--- src/rtl/alu_issue_stage_if.sv ---
// alu_issue_stage_if: request and ID/EX issue channels for alu_issue_stage; ILLEGAL_INSTR_FLAG_EN adds the illegal flag
interface alu_issue_req_if #(parameter int DATA_WIDTH = 32);
  logic in_valid;
  logic in_ready;
  logic [31:0] instr;
  logic [DATA_WIDTH-1:0] rs1_data;
  logic [DATA_WIDTH-1:0] rs2_data;
  modport master (output in_valid, instr, rs1_data, rs2_data, input in_ready);
  modport slave (input in_valid, instr, rs1_data, rs2_data, output in_ready);
endinterface

interface alu_issue_ex_if #(parameter int DATA_WIDTH = 32);
  logic out_valid;
  logic out_ready;
  logic [2:0] ALUctrl;
  logic [DATA_WIDTH-1:0] ALUop1;
  logic [DATA_WIDTH-1:0] ALUop2;
  logic [DATA_WIDTH-1:0] store_data;
  logic [4:0] rd_addr;
  logic reg_write;
  logic mem_read;
  logic mem_write;
  logic branch;
  logic branch_ne;
`ifdef ILLEGAL_INSTR_FLAG_EN
  logic illegal;
  modport master (output out_valid, ALUctrl, ALUop1, ALUop2, store_data, rd_addr, reg_write, mem_read,
                  mem_write, branch, branch_ne, illegal, input out_ready);
  modport slave (input out_valid, ALUctrl, ALUop1, ALUop2, store_data, rd_addr, reg_write, mem_read,
                 mem_write, branch, branch_ne, illegal, output out_ready);
`else
  modport master (output out_valid, ALUctrl, ALUop1, ALUop2, store_data, rd_addr, reg_write, mem_read,
                  mem_write, branch, branch_ne, input out_ready);
  modport slave (input out_valid, ALUctrl, ALUop1, ALUop2, store_data, rd_addr, reg_write, mem_read,
                 mem_write, branch, branch_ne, output out_ready);
`endif
endinterface

--- src/rtl/alu_issue_stage.sv ---
// alu_issue_stage: RV32I decode into a registered ID/EX slot for the ALU; ILLEGAL_INSTR_FLAG_EN adds an illegal output
module alu_issue_stage #(
  parameter int DATA_WIDTH = 32
) (
  input  logic           clk,
  input  logic           rst_n,
  input  logic           flush,
  alu_issue_req_if.slave req,
  alu_issue_ex_if.master ex
);
  localparam logic [6:0] OP_R = 7'b0110011;
  localparam logic [6:0] OP_I = 7'b0010011;
  localparam logic [6:0] OP_L = 7'b0000011;
  localparam logic [6:0] OP_S = 7'b0100011;
  localparam logic [6:0] OP_B = 7'b1100011;
  typedef struct packed {
    logic [2:0]            ctrl;
    logic [DATA_WIDTH-1:0] op1;
    logic [DATA_WIDTH-1:0] op2;
    logic [DATA_WIDTH-1:0] sd;
    logic [4:0]            rd;
    logic                  rw;
    logic                  mr;
    logic                  mw;
    logic                  br;
    logic                  bne;
  } ent_t;
  logic [6:0] opc, f7;
  logic [2:0] f3;
  logic [DATA_WIDTH-1:0] imm_i, imm_s, shamt;
  logic r_ok, i_ok, legal, cap, vld;
  ent_t dec, ent;
  assign opc = req.instr[6:0];
  assign f3 = req.instr[14:12];
  assign f7 = req.instr[31:25];
  assign imm_i = {{(DATA_WIDTH-12){req.instr[31]}}, req.instr[31:20]};
  assign imm_s = {{(DATA_WIDTH-12){req.instr[31]}}, f7, req.instr[11:7]};
  assign shamt = {{(DATA_WIDTH-5){1'b0}}, req.instr[24:20]};
  assign r_ok = (f7 == 7'b0 && f3[2:1] != 2'b01) || (f7 == 7'b0100000 && f3 == 3'b000);
  assign i_ok = f3[1:0] == 2'b01 ? f7 == 7'b0 : f3[2:1] != 2'b01;
  assign legal = opc == OP_R ? r_ok :
                 opc == OP_I ? i_ok :
                 opc == OP_L || opc == OP_S ? f3 == 3'b010 :
                 opc == OP_B ? f3[2:1] == 2'b00 : 1'b0;
  assign req.in_ready = !vld || ex.out_ready;
  assign cap = req.in_valid && req.in_ready && !flush;
  // Decode the incoming instruction; anything unsupported collapses to an all-zero NOP entry
  always_comb begin
    dec = '0;
    dec.op1 = req.rs1_data;
    dec.op2 = opc == OP_R || opc == OP_B ? req.rs2_data :
              opc == OP_S ? imm_s :
              opc == OP_I && f3[1:0] == 2'b01 ? shamt : imm_i;
    dec.ctrl = opc == OP_B ? 3'b001 :
               opc != OP_R && opc != OP_I ? 3'b000 :
               f3 == 3'b000 ? {2'b00, opc == OP_R && f7[5]} :
               f3 == 3'b001 ? 3'b010 : f3;
    dec.sd = opc == OP_S ? req.rs2_data : '0;
    dec.rd = opc == OP_S || opc == OP_B ? 5'd0 : req.instr[11:7];
    dec.rw = (opc == OP_R || opc == OP_I || opc == OP_L) && dec.rd != 5'd0;
    dec.mr = opc == OP_L;
    dec.mw = opc == OP_S;
    dec.br = opc == OP_B;
    dec.bne = opc == OP_B && f3[0];
    if (!legal) dec = '0;
  end
  // ID/EX slot: flush drops both the held entry and any same-cycle capture
  always_ff @(posedge clk or negedge rst_n) begin
    if (!rst_n) begin
      vld <= 1'b0;
      ent <= '0;
    end else begin
      vld <= !flush && (cap || (vld && !ex.out_ready));
      if (cap) ent <= dec;
    end
  end
`ifdef ILLEGAL_INSTR_FLAG_EN
  logic ill;
  // Illegal flag travels with the entry it describes
  always_ff @(posedge clk or negedge rst_n) begin
    if (!rst_n) ill <= 1'b0;
    else if (cap) ill <= !legal;
  end
  assign ex.illegal = ill;
`endif
  assign ex.out_valid = vld;
  assign ex.ALUctrl = ent.ctrl;
  assign ex.ALUop1 = ent.op1;
  assign ex.ALUop2 = ent.op2;
  assign ex.store_data = ent.sd;
  assign ex.rd_addr = ent.rd;
  assign ex.reg_write = ent.rw;
  assign ex.mem_read = ent.mr;
  assign ex.mem_write = ent.mw;
  assign ex.branch = ent.br;
  assign ex.branch_ne = ent.bne;
endmodule

--- src/flat_wrapper.sv ---
// flat-port wrapper written by rule: the top's interface ports become plain ports
module alu_issue_stage_flat 
#(
  parameter int DATA_WIDTH = 32
)
  (clk, rst_n, flush, req_in_valid, req_instr, req_rs1_data, req_rs2_data, req_in_ready, ex_out_valid, ex_ALUctrl, ex_ALUop1, ex_ALUop2, ex_store_data, ex_rd_addr, ex_reg_write, ex_mem_read, ex_mem_write, ex_branch, ex_branch_ne, ex_out_ready);
  alu_issue_req_if #(.DATA_WIDTH(DATA_WIDTH)) req_i ();
  alu_issue_ex_if #(.DATA_WIDTH(DATA_WIDTH)) ex_i ();
  input  logic clk;
  input  logic rst_n;
  input  logic flush;
  input wire logic [$bits(req_i.in_valid)-1:0] req_in_valid;
  input wire logic [$bits(req_i.instr)-1:0] req_instr;
  input wire logic [$bits(req_i.rs1_data)-1:0] req_rs1_data;
  input wire logic [$bits(req_i.rs2_data)-1:0] req_rs2_data;
  output wire logic [$bits(req_i.in_ready)-1:0] req_in_ready;
  output wire logic [$bits(ex_i.out_valid)-1:0] ex_out_valid;
  output wire logic [$bits(ex_i.ALUctrl)-1:0] ex_ALUctrl;
  output wire logic [$bits(ex_i.ALUop1)-1:0] ex_ALUop1;
  output wire logic [$bits(ex_i.ALUop2)-1:0] ex_ALUop2;
  output wire logic [$bits(ex_i.store_data)-1:0] ex_store_data;
  output wire logic [$bits(ex_i.rd_addr)-1:0] ex_rd_addr;
  output wire logic [$bits(ex_i.reg_write)-1:0] ex_reg_write;
  output wire logic [$bits(ex_i.mem_read)-1:0] ex_mem_read;
  output wire logic [$bits(ex_i.mem_write)-1:0] ex_mem_write;
  output wire logic [$bits(ex_i.branch)-1:0] ex_branch;
  output wire logic [$bits(ex_i.branch_ne)-1:0] ex_branch_ne;
  input wire logic [$bits(ex_i.out_ready)-1:0] ex_out_ready;
  assign req_i.in_valid = req_in_valid;
  assign req_i.instr = req_instr;
  assign req_i.rs1_data = req_rs1_data;
  assign req_i.rs2_data = req_rs2_data;
  assign req_in_ready = req_i.in_ready;
  assign ex_out_valid = ex_i.out_valid;
  assign ex_ALUctrl = ex_i.ALUctrl;
  assign ex_ALUop1 = ex_i.ALUop1;
  assign ex_ALUop2 = ex_i.ALUop2;
  assign ex_store_data = ex_i.store_data;
  assign ex_rd_addr = ex_i.rd_addr;
  assign ex_reg_write = ex_i.reg_write;
  assign ex_mem_read = ex_i.mem_read;
  assign ex_mem_write = ex_i.mem_write;
  assign ex_branch = ex_i.branch;
  assign ex_branch_ne = ex_i.branch_ne;
  assign ex_i.out_ready = ex_out_ready;
  alu_issue_stage #(.DATA_WIDTH(DATA_WIDTH)) u_core (.clk(clk), .rst_n(rst_n), .flush(flush), .req(req_i), .ex(ex_i));
endmodule
--- config.mk ---
export PLATFORM = sky130hd
export DESIGN_NAME = alu_issue_stage_flat
export DESIGN_NICKNAME = d
export VERILOG_FILES = /design/src/rtl/alu_issue_stage_if.sv /design/src/rtl/alu_issue_stage.sv /design/src/flat_wrapper.sv
export SDC_FILE = /design/constraint.sdc
export NUM_CORES = 1
export LEC_CHECK = 0
export CORE_UTILIZATION = 35
export DETAILED_ROUTE_END_ITERATION = 16
export HOLD_SLACK_MARGIN = 0.08
export PLACE_DENSITY = 0.79
export SLEW_MARGIN = 0
export SYNTH_ARGS = -nofsm -noshare
export SYNTH_HDL_FRONTEND = slang
export SYNTH_SLANG_ARGS = --single-unit
--- constraint.sdc ---
create_clock -name clk -period 1.8 [get_ports clk]
set_clock_uncertainty 0.05 [all_clocks]
set_input_delay 0.18 -clock clk [delete_from_list [all_inputs] [get_ports clk]]
set_output_delay 0.18 -clock clk [all_outputs]
set_load 0.01 [all_outputs]
==> out/qor.csv <==
stage;metric;value;unit
worst_hold_path;min-delay-path-class;input port to async pin;
synth;syn_avg_cell_area;11.9;µm²
synth;synth_nets;487;
critical_path;cp_common_cell;o21ai_0;
critical_path;cp-start-kind;input port;
synth;syn_area;4610;µm²
critical_path;rr_startpoint;u_core.ex.out_valid$_DFF_PN0_;
floorplanning;die_area;13600;µm²
final_layout;multi_input_area;1720;µm²
cts;post_cts_buffers;0;
route;wl;14.1;mm
cts;htreeDepth;3;
critical_path;crit_chain;clkdlybuf4s50_1, o21ai_0, o2111ai_2, a21oi_2, buf_4, o21ai_4, buf_12, o21ai_0;
synth;synthArstFlopShare;100;%
final_layout;regArea;2750;µm²
global_route;antenna_found_initial;0;
final_layout;syn2layout_area_growth;63.5;%
placement;gp_congestion;0.795;
placement;dp_hpwl;10.1;mm
synth;synth_area_leaders;dfrtp_1, a22o_1, a21oi_1, nand2_1, o21ai_0;
timing;max_freq;575;MHz
floorplanning;coreArea;12700;µm²
critical_path;critPathCapture;u_core.ex.ALUop2[13]$_DFFE_PN0P_;
route;drt_first_iter_violations;321;
critical_path;max_stage_delay;0.53;ns
floorplanning;fp.dieH;117;µm
final_layout;layoutNonFillerInstCount;792;
pwr;powerDensity;689;nW/µm²
synth;synth_cell_type_count;45;
cts;numCtsBuffers;9;
floorplanning;ioPinCount;212;
global_route;gr-total-overflow;0;
synth;synth_cells;386;
critical_path;crit_slowest_cell;clkdlybuf4s50_1;
timing;worst_slew_pin_slew;0.314;ns
critical_path;startpoint;req_instr[12];
placement;dpl.cell_count;773;
critical_path;cp_data_required_time;2.00;ns
flow_run;drv_cap;0;
cts;clk-insertion-delay-late;0.34;ns
route;wl_per_cell;17.8;µm
synth;synth_edf_count;0;
critical_path;r2r_slack;0.15;ns
synth;ys_seq_area_share;59.7;%
final_layout;fin_area;7540;µm²
synth;ys.flop_type;dfrtp_1;
route;via_per_inst;5.24;
final_layout;fill_cells;1071;
cts;cts_buffer_depth;2;
critical_path;r2r_end;u_core.ex.ALUop2[13]$_DFFE_PN0P_;
global_route;track_usage;20.1;%
floorplanning;start_util;36.2;%
timing;relSlewSlack;79.1;%
placement;place_area;7090;µm²
critical_path;reg2regPathDepth;8;
synth;synth_top_area_share;59.7;%
cts;cts_tree;done;
final_layout;drive_gt1_share;13.2;%
pwr;p_leak;0.00330;µW
critical_path;critPathMaxFanout;22;
timing;slew_violations;0;
floorplanning;fp.dieW;117;µm
synth;yosys.cell_count.top_type;dfrtp_1;
placement;port_buffers;206;
timing;fin_crit;1.74;ns
global_route;grt_pass1_wl;21.3;mm
synth;synth_top_cell_by_area;dfrtp_1;
final_layout;diodes;0;
critical_path;path_class;input port to flop;
critical_path;cp-end-kind;flop;
synth;synth-seq-cells;110;
timing;hold_violations;0;
cts;root_buffer;clkbuf_16;
timing;setup_viol;0;
synth;ys_warn_count;0;
global_route;grt_pass1_vias;4133;
route;ant_nets;0;
final_layout;final_nets;716;
critical_path;worstPathArrival;1.94;ns
run_status;status;completed;
route;drtPass1Iterations;4;
timing;final.period_utilization;96.6;%
floorplanning;fp-row-count;41;
cts;clkSinkCount;110;
route;drc;0;
synth;synth_commonest_cells;dfrtp_1, a22o_1, nand2_1;
cts;clk_pin_slew;0.07;ns
global_route;grt_max_degree;54;
route;dr_total_vias;4154;
pwr;ir_drop;374;µV
state kept, by name, summed over array words and instances, names as in the netlist:
| name | flops |
|---|---|
| u_core.ex.ALUop2 | 32 |
| u_core.ex.out_valid | 1 |
| u_core.ex.mem_read | 1 |
| u_core.ex.branch | 1 |
| u_core.ex.branch_ne | 1 |
| u_core.ex.reg_write | 1 |
| u_core.ex.ALUctrl | 3 |
| u_core.ex.mem_write | 1 |
| u_core.ex.store_data | 32 |
| u_core.ex.ALUop1 | 32 |
| u_core.ex.rd_addr | 5 |
cells in the final DEF, fill, tap and decap left out, types with 2 or more instances in the layout:
master	netlist	layout
o21ai_1	2	3
nand2_1	40	40
clkdlybuf4s50_1	0	198
buf_12	0	8
o21ai_0	28	25
nand3_1	3	2
dfrtp_1	110	110
nor2_1	14	13
mux2i_1	5	5
a22oi_1	6	6
clkbuf_16	0	11
a32o_1	6	6
clkinv_4	0	2
dlymetal6s2s_1	0	7
buf_4	0	31
o21ai_2	1	2
or4_1	2	2
nand2_2	2	2
a22o_1	69	69
o31ai_1	8	8
inv_1	3	3
a21oi_1	30	29
a31oi_4	2	2
clkbuf_8	0	2
area by class of cell:
cell class / count / share of cell area [%]
sequential: 110 / 36.5
clock inverter: 5 / 0.880
multi-input combinational: 243 / 22.8
timing repair buffer: 247 / 33.5
clock buffer: 11 / 3.35
tap: 172 / 2.85
inverter: 4 / 0.199
cell families (layout without fill, tap and decap cells):
logic type,count (synthesis),count (layout),share of synthesized area (%)
buf+inv,33,267,4.26
simple gates,76,76,8.87
mux,5,5,1.09
xor+xnor,1,1,0.190
compound gates,161,161,25.9
flops,110,110,59.7
critical path: cells and delay by family:
kind	cells	cell delay, ns
compound gates	5	0.93
buf+inv	3	0.83
worst min-delay path by stage:
stage,start,to,slack (ns),cells past startpoint
2_1_floorplan,rst_n,u_core.ex.ALUctrl[0]$_DFFE_PN0P_,-0.17,0
3_3_place_gp,rst_n,u_core.ex.ALUop2[10]$_DFFE_PN0P_,0.03,1
3_5_place_dp,rst_n,u_core.ex.ALUop2[6]$_DFFE_PN0P_,0.03,1
4_1_cts,rst_n,u_core.ex.ALUop2[6]$_DFFE_PN0P_,0.21,2
5_1_grt,req_instr[6],u_core.ex.branch_ne$_DFFE_PN0P_,0.21,3
6_report,rst_n,u_core.ex.ALUop2[7]$_DFFE_PN0P_,0.20,2
what timing repair did:
item	4_1_cts	5_1_grt
hold endpoints to repair	110	0
hold buffers	1	0
endpoints found under the setup margin	7	104
gates resized for setup	3	20
cloned	0	2
pin swaps	1	2
per-stage QoR:
step | setup TNS, ns | setup WS, ns | util (%) | power [µW] | hold WS, ns
final | 0 | 0.0609 | 59.3 | 5190 | 0.198
after global routing | -0.197 | -0.0312 | 59.3 | 5380 | 0.214
after CTS | 0 | 0.0158 | 58.3 | 5230 | 0.206
after detailed placement | -32.74 | -0.406 | 55.7 | 3140 | 0.0289
after global placement | -29.61 | -0.309 | 55.7 | 3120 | 0.0298
after floorplan | 0 | 0.0782 | - | 2700 | -0.166
metal layers:
| metal | global-route usage [%] | wire length (µm) | vias to the layer above |
|---|---|---|---|
| li1 | - | - | 1892 |
| met1 | 26.3 | 5900 | 2089 |
| met2 | 33.7 | 7240 | 156 |
| met3 | 4.02 | 760 | 17 |
| met4 | 6.16 | 203 | 0 |
| met5 | 0 | 0 | - |
power breakdown:
group          switching, µW  internal, µW
combinational            267           327
clock                    921          1170
sequential              13.7          2490
(Power assumes the default switching activity.)
